## src/rtl/pe_mem_arbiter_if.sv

```systemverilog
// Shared memory port bundle: PE strobes, CPU valid/ready bus,
// memory macro signals and sticky status flags.
interface pe_mem_arbiter_if #(
  parameter int ADDR_W = 17,
  parameter int DATA_W = 16
);
  logic              pe_req_1;
  logic [ADDR_W-1:0] pe_addr_1;
  logic              pe_req_2;
  logic [ADDR_W-1:0] pe_addr_2;
  logic              pe_rvalid_1;
  logic [DATA_W-1:0] pe_rdata_1;
  logic              pe_rvalid_2;
  logic [DATA_W-1:0] pe_rdata_2;
  logic              cpu_valid;
  logic              cpu_we;
  logic [ADDR_W-1:0] cpu_addr;
  logic [DATA_W-1:0] cpu_wdata;
  logic              cpu_ready;
  logic              cpu_rvalid;
  logic [DATA_W-1:0] cpu_rdata;
  logic              mem_en;
  logic              mem_we;
  logic [ADDR_W-1:0] mem_addr;
  logic [DATA_W-1:0] mem_wdata;
  logic [DATA_W-1:0] mem_rdata;
  logic              pe_conflict;
  logic              pe_overrun;
  logic              cpu_starve;

  modport master (
    output pe_req_1, pe_addr_1,
    output pe_req_2, pe_addr_2,
    output cpu_valid, cpu_we,
    output cpu_addr, cpu_wdata,
    output mem_rdata,
    input  pe_rvalid_1, pe_rdata_1,
    input  pe_rvalid_2, pe_rdata_2,
    input  cpu_ready, cpu_rvalid,
    input  cpu_rdata,
    input  mem_en, mem_we,
    input  mem_addr, mem_wdata,
    input  pe_conflict, pe_overrun,
    input  cpu_starve
  );

  modport slave (
    input  pe_req_1, pe_addr_1,
    input  pe_req_2, pe_addr_2,
    input  cpu_valid, cpu_we,
    input  cpu_addr, cpu_wdata,
    input  mem_rdata,
    output pe_rvalid_1, pe_rdata_1,
    output pe_rvalid_2, pe_rdata_2,
    output cpu_ready, cpu_rvalid,
    output cpu_rdata,
    output mem_en, mem_we,
    output mem_addr, mem_wdata,
    output pe_conflict, pe_overrun,
    output cpu_starve
  );
endinterface

```

## src/rtl/pe_mem_arbiter.sv

```systemverilog
// Single-port VRAM/palette arbiter: two PE read slots with a one-deep
// skid for slot 2, CPU takes leftover cycles, fixed 2-cycle read latency.
module pe_mem_arbiter #(
  parameter int ADDR_W       = 17,
  parameter int DATA_W       = 16,
  parameter int STARVE_LIMIT = 8
) (
  input logic clock,
  input logic reset,
  pe_mem_arbiter_if.slave bus
);
  localparam int CW = $clog2(STARVE_LIMIT + 1);

  typedef enum logic [1:0] {
    TAG_NONE,
    TAG_PE1,
    TAG_PE2,
    TAG_CPU
  } tag_e;

  logic              r_skid_v;
  logic [ADDR_W-1:0] r_skid_addr;
  tag_e              r_tag_s1;
  tag_e              r_tag_s2;
  logic [DATA_W-1:0] r_rdata_1;
  logic [DATA_W-1:0] r_rdata_2;
  logic [DATA_W-1:0] r_rdata_c;
  logic              r_conflict;
  logic              r_overrun;
  logic              r_starve;
  logic [CW-1:0]     r_wait;

  logic              w_ready;
  logic              w_g_pe1;
  logic              w_g_skid;
  logic              w_g_pe2;
  logic              w_g_cpu;
  logic [ADDR_W-1:0] w_addr;
  logic              w_we;
  logic [DATA_W-1:0] w_wdata;
  tag_e              w_tag;
  logic [CW-1:0]     w_wait_nxt;

  assign w_ready  = !reset && !bus.pe_req_1
                 && !r_skid_v && !bus.pe_req_2;
  assign w_g_pe1  = !reset && bus.pe_req_1;
  assign w_g_skid = !reset && !bus.pe_req_1
                 && r_skid_v;
  assign w_g_pe2  = !reset && !bus.pe_req_1
                 && !r_skid_v && bus.pe_req_2;
  assign w_g_cpu  = w_ready && bus.cpu_valid;

  always_comb begin
    w_addr  = '0;
    w_we    = 1'b0;
    w_wdata = '0;
    w_tag   = TAG_NONE;
    if (w_g_pe1) begin
      w_addr = bus.pe_addr_1;
      w_tag  = TAG_PE1;
    end else if (w_g_skid) begin
      w_addr = r_skid_addr;
      w_tag  = TAG_PE2;
    end else if (w_g_pe2) begin
      w_addr = bus.pe_addr_2;
      w_tag  = TAG_PE2;
    end else if (w_g_cpu) begin
      w_addr = bus.cpu_addr;
      w_we   = bus.cpu_we;
      if (bus.cpu_we) w_wdata = bus.cpu_wdata;
      else            w_tag   = TAG_CPU;
    end
  end

  // Saturating wait counter; any non-blocked cycle restarts it
  always_comb begin
    w_wait_nxt = '0;
    if (bus.cpu_valid && !w_ready) begin
      w_wait_nxt = r_wait;
      if (r_wait != CW'(STARVE_LIMIT))
        w_wait_nxt = r_wait + 1'b1;
    end
  end

  always_ff @(posedge clock or posedge reset) begin
    if (reset) begin
      r_skid_v    <= 1'b0;
      r_skid_addr <= '0;
      r_tag_s1    <= TAG_NONE;
      r_tag_s2    <= TAG_NONE;
      r_rdata_1   <= '0;
      r_rdata_2   <= '0;
      r_rdata_c   <= '0;
      r_conflict  <= 1'b0;
      r_overrun   <= 1'b0;
      r_starve    <= 1'b0;
      r_wait      <= '0;
    end else begin
      r_tag_s1 <= w_tag;
      r_tag_s2 <= r_tag_s1;
      unique case (r_tag_s1)
        TAG_PE1:  r_rdata_1 <= bus.mem_rdata;
        TAG_PE2:  r_rdata_2 <= bus.mem_rdata;
        TAG_CPU:  r_rdata_c <= bus.mem_rdata;
        TAG_NONE: ;
      endcase
      if (bus.pe_req_1 && bus.pe_req_2) begin
        r_conflict <= 1'b1;
        if (r_skid_v) begin
          r_overrun <= 1'b1;
        end else begin
          r_skid_v    <= 1'b1;
          r_skid_addr <= bus.pe_addr_2;
        end
      end else if (!bus.pe_req_1 && r_skid_v) begin
        r_skid_v <= bus.pe_req_2;
        if (bus.pe_req_2)
          r_skid_addr <= bus.pe_addr_2;
      end
      r_wait <= w_wait_nxt;
      if (w_wait_nxt == CW'(STARVE_LIMIT))
        r_starve <= 1'b1;
    end
  end

  assign bus.cpu_ready   = w_ready;
  assign bus.mem_en      = w_g_pe1 | w_g_skid
                         | w_g_pe2 | w_g_cpu;
  assign bus.mem_we      = w_we;
  assign bus.mem_addr    = w_addr;
  assign bus.mem_wdata   = w_wdata;
  assign bus.pe_rvalid_1 = (r_tag_s2 == TAG_PE1);
  assign bus.pe_rvalid_2 = (r_tag_s2 == TAG_PE2);
  assign bus.cpu_rvalid  = (r_tag_s2 == TAG_CPU);
  assign bus.pe_rdata_1  = r_rdata_1;
  assign bus.pe_rdata_2  = r_rdata_2;
  assign bus.cpu_rdata   = r_rdata_c;
  assign bus.pe_conflict = r_conflict;
  assign bus.pe_overrun  = r_overrun;
  assign bus.cpu_starve  = r_starve;
endmodule

```

## src/flat_wrapper.sv

```systemverilog
// flat-port wrapper written by rule: the top's interface ports become plain ports
module pe_mem_arbiter_flat 
#(
  parameter int ADDR_W       = 17,
  parameter int DATA_W       = 16,
  parameter int STARVE_LIMIT = 8
)
  (clock, reset, bus_pe_req_1, bus_pe_addr_1, bus_pe_req_2, bus_pe_addr_2, bus_cpu_valid, bus_cpu_we, bus_cpu_addr, bus_cpu_wdata, bus_mem_rdata, bus_pe_rvalid_1, bus_pe_rdata_1, bus_pe_rvalid_2, bus_pe_rdata_2, bus_cpu_ready, bus_cpu_rvalid, bus_cpu_rdata, bus_mem_en, bus_mem_we, bus_mem_addr, bus_mem_wdata, bus_pe_conflict, bus_pe_overrun, bus_cpu_starve);
  pe_mem_arbiter_if #(.ADDR_W(ADDR_W), .DATA_W(DATA_W)) bus_i ();
  input logic clock;
  input logic reset;
  input wire logic [$bits(bus_i.pe_req_1)-1:0] bus_pe_req_1;
  input wire logic [$bits(bus_i.pe_addr_1)-1:0] bus_pe_addr_1;
  input wire logic [$bits(bus_i.pe_req_2)-1:0] bus_pe_req_2;
  input wire logic [$bits(bus_i.pe_addr_2)-1:0] bus_pe_addr_2;
  input wire logic [$bits(bus_i.cpu_valid)-1:0] bus_cpu_valid;
  input wire logic [$bits(bus_i.cpu_we)-1:0] bus_cpu_we;
  input wire logic [$bits(bus_i.cpu_addr)-1:0] bus_cpu_addr;
  input wire logic [$bits(bus_i.cpu_wdata)-1:0] bus_cpu_wdata;
  input wire logic [$bits(bus_i.mem_rdata)-1:0] bus_mem_rdata;
  output wire logic [$bits(bus_i.pe_rvalid_1)-1:0] bus_pe_rvalid_1;
  output wire logic [$bits(bus_i.pe_rdata_1)-1:0] bus_pe_rdata_1;
  output wire logic [$bits(bus_i.pe_rvalid_2)-1:0] bus_pe_rvalid_2;
  output wire logic [$bits(bus_i.pe_rdata_2)-1:0] bus_pe_rdata_2;
  output wire logic [$bits(bus_i.cpu_ready)-1:0] bus_cpu_ready;
  output wire logic [$bits(bus_i.cpu_rvalid)-1:0] bus_cpu_rvalid;
  output wire logic [$bits(bus_i.cpu_rdata)-1:0] bus_cpu_rdata;
  output wire logic [$bits(bus_i.mem_en)-1:0] bus_mem_en;
  output wire logic [$bits(bus_i.mem_we)-1:0] bus_mem_we;
  output wire logic [$bits(bus_i.mem_addr)-1:0] bus_mem_addr;
  output wire logic [$bits(bus_i.mem_wdata)-1:0] bus_mem_wdata;
  output wire logic [$bits(bus_i.pe_conflict)-1:0] bus_pe_conflict;
  output wire logic [$bits(bus_i.pe_overrun)-1:0] bus_pe_overrun;
  output wire logic [$bits(bus_i.cpu_starve)-1:0] bus_cpu_starve;
  assign bus_i.pe_req_1 = bus_pe_req_1;
  assign bus_i.pe_addr_1 = bus_pe_addr_1;
  assign bus_i.pe_req_2 = bus_pe_req_2;
  assign bus_i.pe_addr_2 = bus_pe_addr_2;
  assign bus_i.cpu_valid = bus_cpu_valid;
  assign bus_i.cpu_we = bus_cpu_we;
  assign bus_i.cpu_addr = bus_cpu_addr;
  assign bus_i.cpu_wdata = bus_cpu_wdata;
  assign bus_i.mem_rdata = bus_mem_rdata;
  assign bus_pe_rvalid_1 = bus_i.pe_rvalid_1;
  assign bus_pe_rdata_1 = bus_i.pe_rdata_1;
  assign bus_pe_rvalid_2 = bus_i.pe_rvalid_2;
  assign bus_pe_rdata_2 = bus_i.pe_rdata_2;
  assign bus_cpu_ready = bus_i.cpu_ready;
  assign bus_cpu_rvalid = bus_i.cpu_rvalid;
  assign bus_cpu_rdata = bus_i.cpu_rdata;
  assign bus_mem_en = bus_i.mem_en;
  assign bus_mem_we = bus_i.mem_we;
  assign bus_mem_addr = bus_i.mem_addr;
  assign bus_mem_wdata = bus_i.mem_wdata;
  assign bus_pe_conflict = bus_i.pe_conflict;
  assign bus_pe_overrun = bus_i.pe_overrun;
  assign bus_cpu_starve = bus_i.cpu_starve;
  pe_mem_arbiter #(.ADDR_W(ADDR_W), .DATA_W(DATA_W), .STARVE_LIMIT(STARVE_LIMIT)) u_core (.clock(clock), .reset(reset), .bus(bus_i));
endmodule
```

## config.mk

```make
export PLATFORM = sky130hd
export DESIGN_NAME = pe_mem_arbiter_flat
export DESIGN_NICKNAME = d
export VERILOG_FILES = /design/src/rtl/pe_mem_arbiter_if.sv /design/src/rtl/pe_mem_arbiter.sv /design/src/flat_wrapper.sv
export SDC_FILE = /design/constraint.sdc
export NUM_CORES = 1
export LEC_CHECK = 0
export ABC_AREA = 1
export BUFFER_PORTS_ARGS = -buffer_cell sky130_fd_sc_hd__clkbuf_2
export CAP_MARGIN = 0
export CORE_MARGIN = 1.5
export CORE_UTILIZATION = 41
export DETAILED_ROUTE_END_ITERATION = 16
export PLACE_DENSITY_LB_ADDON = 0.08
export SKIP_CTS_REPAIR_TIMING = 1
export SYNTH_ARGS = -nofsm -noshare
export SYNTH_HDL_FRONTEND = slang
export SYNTH_SLANG_ARGS = --single-unit
```

## constraint.sdc

```tcl
create_clock -name clock -period 2.25 [get_ports clock]
set_clock_uncertainty 0.1 [all_clocks]
set_input_delay 0.1125 -clock clock [delete_from_list [all_inputs] [get_ports clock]]
set_output_delay 0.1125 -clock clock [all_outputs]
set_load 0.005 [all_outputs]
```

==> metrics.md <==
| Metric | Value |
|---|---|
| Startpoint Class | `flip-flop` |
| Syn Area/Cell | `7.954 um2` |
| Internal Power | `2.751 mW` |
| Measured slew at the worst slew-check pin | `0.9016 ns` |
| Gate Count Post-Synth | `451` |
| F_max | `487.3 MHz` |
| Routed len/inst | `12.84 um` |
| # IOs | `179` |
| Leakage | `2.854 nW` |
| Max cap viols | `0` |
| DIE HEIGHT | `96.54 um` |
| Fin crit period | `2.052 ns` |
| Final Hold Viols | `1` |
| Worst r2r src | `u_core.r_tag_s1[1]$_DFF_PP0_` |
| Critical Path RT | `2.04 ns` |
| Multiplexer share of the synthesized area | `0` |
| Stages on worst setup path | `6` |
| Post-synthesis xor/xnor area fraction | `0` |
| Largest family of logic cells by synthesized area | `simple AND/OR/NAND/NOR gates` |
| Complex-gate fraction of the synthesized area | `0.06976` |
| Pwr dens | `756.2 nW/um2` |
| Critical path class | `flip-flop to output pin` |
| Reg power frac | `0.473` |
| First-pass GRT wire length | `14350 um` |
| Final worst path period share | `0.9121` |
| Final setup vio count | `0` |
| Hold Startpoint | `bus_pe_req_2` |
| Top delay family on crit path | `simple AND/OR/NAND/NOR gates` |
| Clock power share | `0.301` |
| Largest net degree at the start of global routing | `53` |
| Root Buffer | `clkbuf_8` |
| Routed vias | `3622` |
| Ant diodes | `0` |
| Hold depth | `3` |
| H-tree depth | `3` |
| RD Place Congestion | `0.7469` |
| Worst VDD drop | `357.7 uV` |
| ANT nets after route | `0` |
| Crit path capture type | `output pin` |
| Seq/Total Area, Yosys | `0.5371` |
| Starting density of the core | `0.4301` |
| Yosys Warn Count | `0` |
| R2R cell count | `3` |
| Seq cells post-synth | `77` |
| Simple-gate share of the synthesized area | `0.3111` |
| Die width | `96.54 um` |
| CP startpoint | `u_core.r_skid_v$_DFFE_PP0P_` |
| Clock buffer depth | `2` |
| First DRT Iteration DRCs | `108` |
| Yosys cell types | `21` |
| Initial antenna violation count | `0` |
| Setup WS pre-CTS | `0.4499 ns` |
| Crit-path slowest cell | `nor2_2` |
| Synthesized area | `3587 um2` |
| Area after DPL | `4534 um2` |
| Post-Route WL | `9871 um` |
| Cts bufs inserted | `9` |
| CTS tree | `built` |
| Via density | `4.710` |
| Slew Limit Fails | `0` |
| Worst-path clk slew | `0.07 ns` |
| CP Buf/Inv Count | `2` |
| Setup ws final | `0.1978 ns` |
| Worst-path fanout max | `10` |
| Fill count | `772` |
| Vias in the first global route | `3143` |
| Crit-path cells | `inv_1 -> nand3_2 -> nor2_2 -> nand2_1 -> nand4_1 -> clkbuf_2` |
| First drt pass iteration count | `4` |
| Failing checks | `negative hold slack` |
| Post-DP HPWL | `6854 um` |
| P&R area growth vs syn | `42.87%` |
| Total GRT Usage | `0.1998` |
| Total die area | `9319 um2` |
| Net Switching | `1.124 mW` |
| I/O Buffers | `178` |
| Fin Hold WS | `-0.02022 ns` |
| Status | `finished, violations left` |
| Core area | `8341 um2` |
| Relative slew margins | `0.3989` |
| Adder-Cell Fraction of Synth Area | `0.006976` |
| Setup TNS | `0 ns` |
| CP max stage delay | `0.46 ns` |
| Rows | `33` |
| Tightest Hold Check Type | `input port to flip-flop` |
| Sw Ratio | `0.2901` |
| RSZ-0062 raised after global routing | `false` |
| CP arrival | `1.84 ns` |
| Fin nets | `750` |
| Post-Syn Nets | `542` |
| Design area | `5125 um2` |
| Fraction of layout cells with a size suffix above 1 | `0.3163` |
| Logic pwr share | `0.226` |
| Remaining DRCs | `0` |
| CTS sink cnt | `77` |
| Gr ovfl total | `0` |
| Later-pin clock latency in the skew report | `0.34 ns` |
state kept, by name, summed over array words and instances (netlist names):
name / cells
u_core.bus.cpu_rdata: 16
u_core.r_skid_v: 1
u_core.r_skid_addr: 17
u_core.bus.pe_rdata_1: 16
u_core.r_wait: 4
u_core.r_tag_s1: 2
u_core.bus.pe_conflict: 1
u_core.bus.pe_overrun: 1
u_core.r_tag_s2: 2
u_core.bus.pe_rdata_2: 16
u_core.bus.cpu_starve: 1
cell usage after synthesis:
library cell | instances | share of area
nand3_1 | 24 | 0.033
or2_2 | 1 | 0.0017
nand4_1 | 20 | 0.035
a21oi_1 | 2 | 0.0028
buf_4 | 1 | 0.0021
ha_1 | 2 | 0.0070
nand3_2 | 2 | 0.0056
clkbuf_1 | 11 | 0.012
inv_2 | 4 | 0.0042
or2_1 | 1 | 0.0017
nor2_1 | 23 | 0.024
dfrtp_1 | 77 | 0.54
buf_2 | 5 | 0.0070
nand2_1 | 183 | 0.19
nand2_4 | 1 | 0.0031
inv_1 | 38 | 0.040
nor2_4 | 3 | 0.0094
nor2_8 | 1 | 0.0056
o21ai_0 | 48 | 0.067
buf_6 | 3 | 0.0094
buf_1 | 1 | 0.0010
power groups by stage:
stage | combinational [mW] | sequential, mW | clock, mW
after floorplan | 0.373 | 1.86 | 0
after global routing | 1.01 | 1.87 | 1.25
final | 0.876 | 1.83 | 1.17
after detailed placement | 0.838 | 1.86 | 0
after CTS | 0.839 | 1.83 | 1.21
after global placement | 0.817 | 1.85 | 0
stage by stage:
step | hold slack (ns) | total power [mW] | utilization | cells
CTS | -0.2608 | 3.878 | 0.5705 | 732
floorplan | 0.1363 | 2.232 | - | 451
global route | 0.03010 | 4.138 | 0.6145 | 769
detailed placement | 0.1249 | 2.695 | 0.5437 | 716
global placement | 0.1099 | 2.664 | 0.5437 | 716
finish | -0.02022 | 3.875 | 0.6145 | 769
routing by layer:
metal | part of all wire | vias to the layer above | global-route usage
li1 | - | 1835 | -
met1 | 0.43 | 1660 | 0.2484
met2 | 0.50 | 119 | 0.3351
met3 | 0.059 | 8 | 0.04695
met4 | 0.011 | 0 | 0.07850
met5 | 0 | - | 0
cells in the final DEF, fill, tap and decap left out, types with 2 or more instances in the layout:
cell,Yosys,routed
ha_1,2,2
clkinv_2,0,2
nand3_2,2,2
nand4_1,20,20
nand3_1,24,24
dfrtp_1,77,77
dlygate4sd3_1,0,36
nor2_1,23,23
inv_2,4,4
buf_4,1,2
clkbuf_2,0,178
a21oi_1,2,2
inv_1,38,37
o21ai_0,48,48
nand2_1,183,183
nor2_4,3,3
clkbuf_8,0,10
bufinv_16,0,2
cell families (layout without fill, tap and decap cells):
logic type      after synthesis  in the layout
fa+ha+maj                     2              2
buf+inv                      63            275
compound gates               50             50
simple gates                259            260
flops                        77             77
final timing paths:
path	end	slack [ns]
max	bus_mem_addr[2]	0.20
min	u_core.r_skid_v$_DFFE_PP0P_	-0.02
max reg2reg	u_core.bus.pe_rdata_2[4]$_DFFE_PP0N_	0.64
min reg2reg	u_core.r_tag_s2[1]$_DFF_PP0_	0.31
max in group asynchronous	u_core.r_skid_addr[11]$_DFFE_PP0P_	1.11
min in group asynchronous	u_core.r_skid_addr[1]$_DFFE_PP0P_	0.31
worst reg2reg max path: stages, from the launching register on:
cell and delay [ns]:
dfrtp_1 0.40, inv_1 0.07, or2_1 0.69, o21ai_0 0.20
final cells by class:
type / count / area, um2 / area share
multi-input cells: 312 / 1398 / 0.2727
inverters: 42 / 158.9 / 0.03101
clock buffers: 11 / 141.4 / 0.02759
flip-flops and latches: 77 / 1927 / 0.3760
repair buffers: 217 / 1286 / 0.2510
well taps: 105 / 131.4 / 0.02563
clock inverters: 5 / 82.58 / 0.01611
No activity file was read; power rests on OpenSTA's default activity.
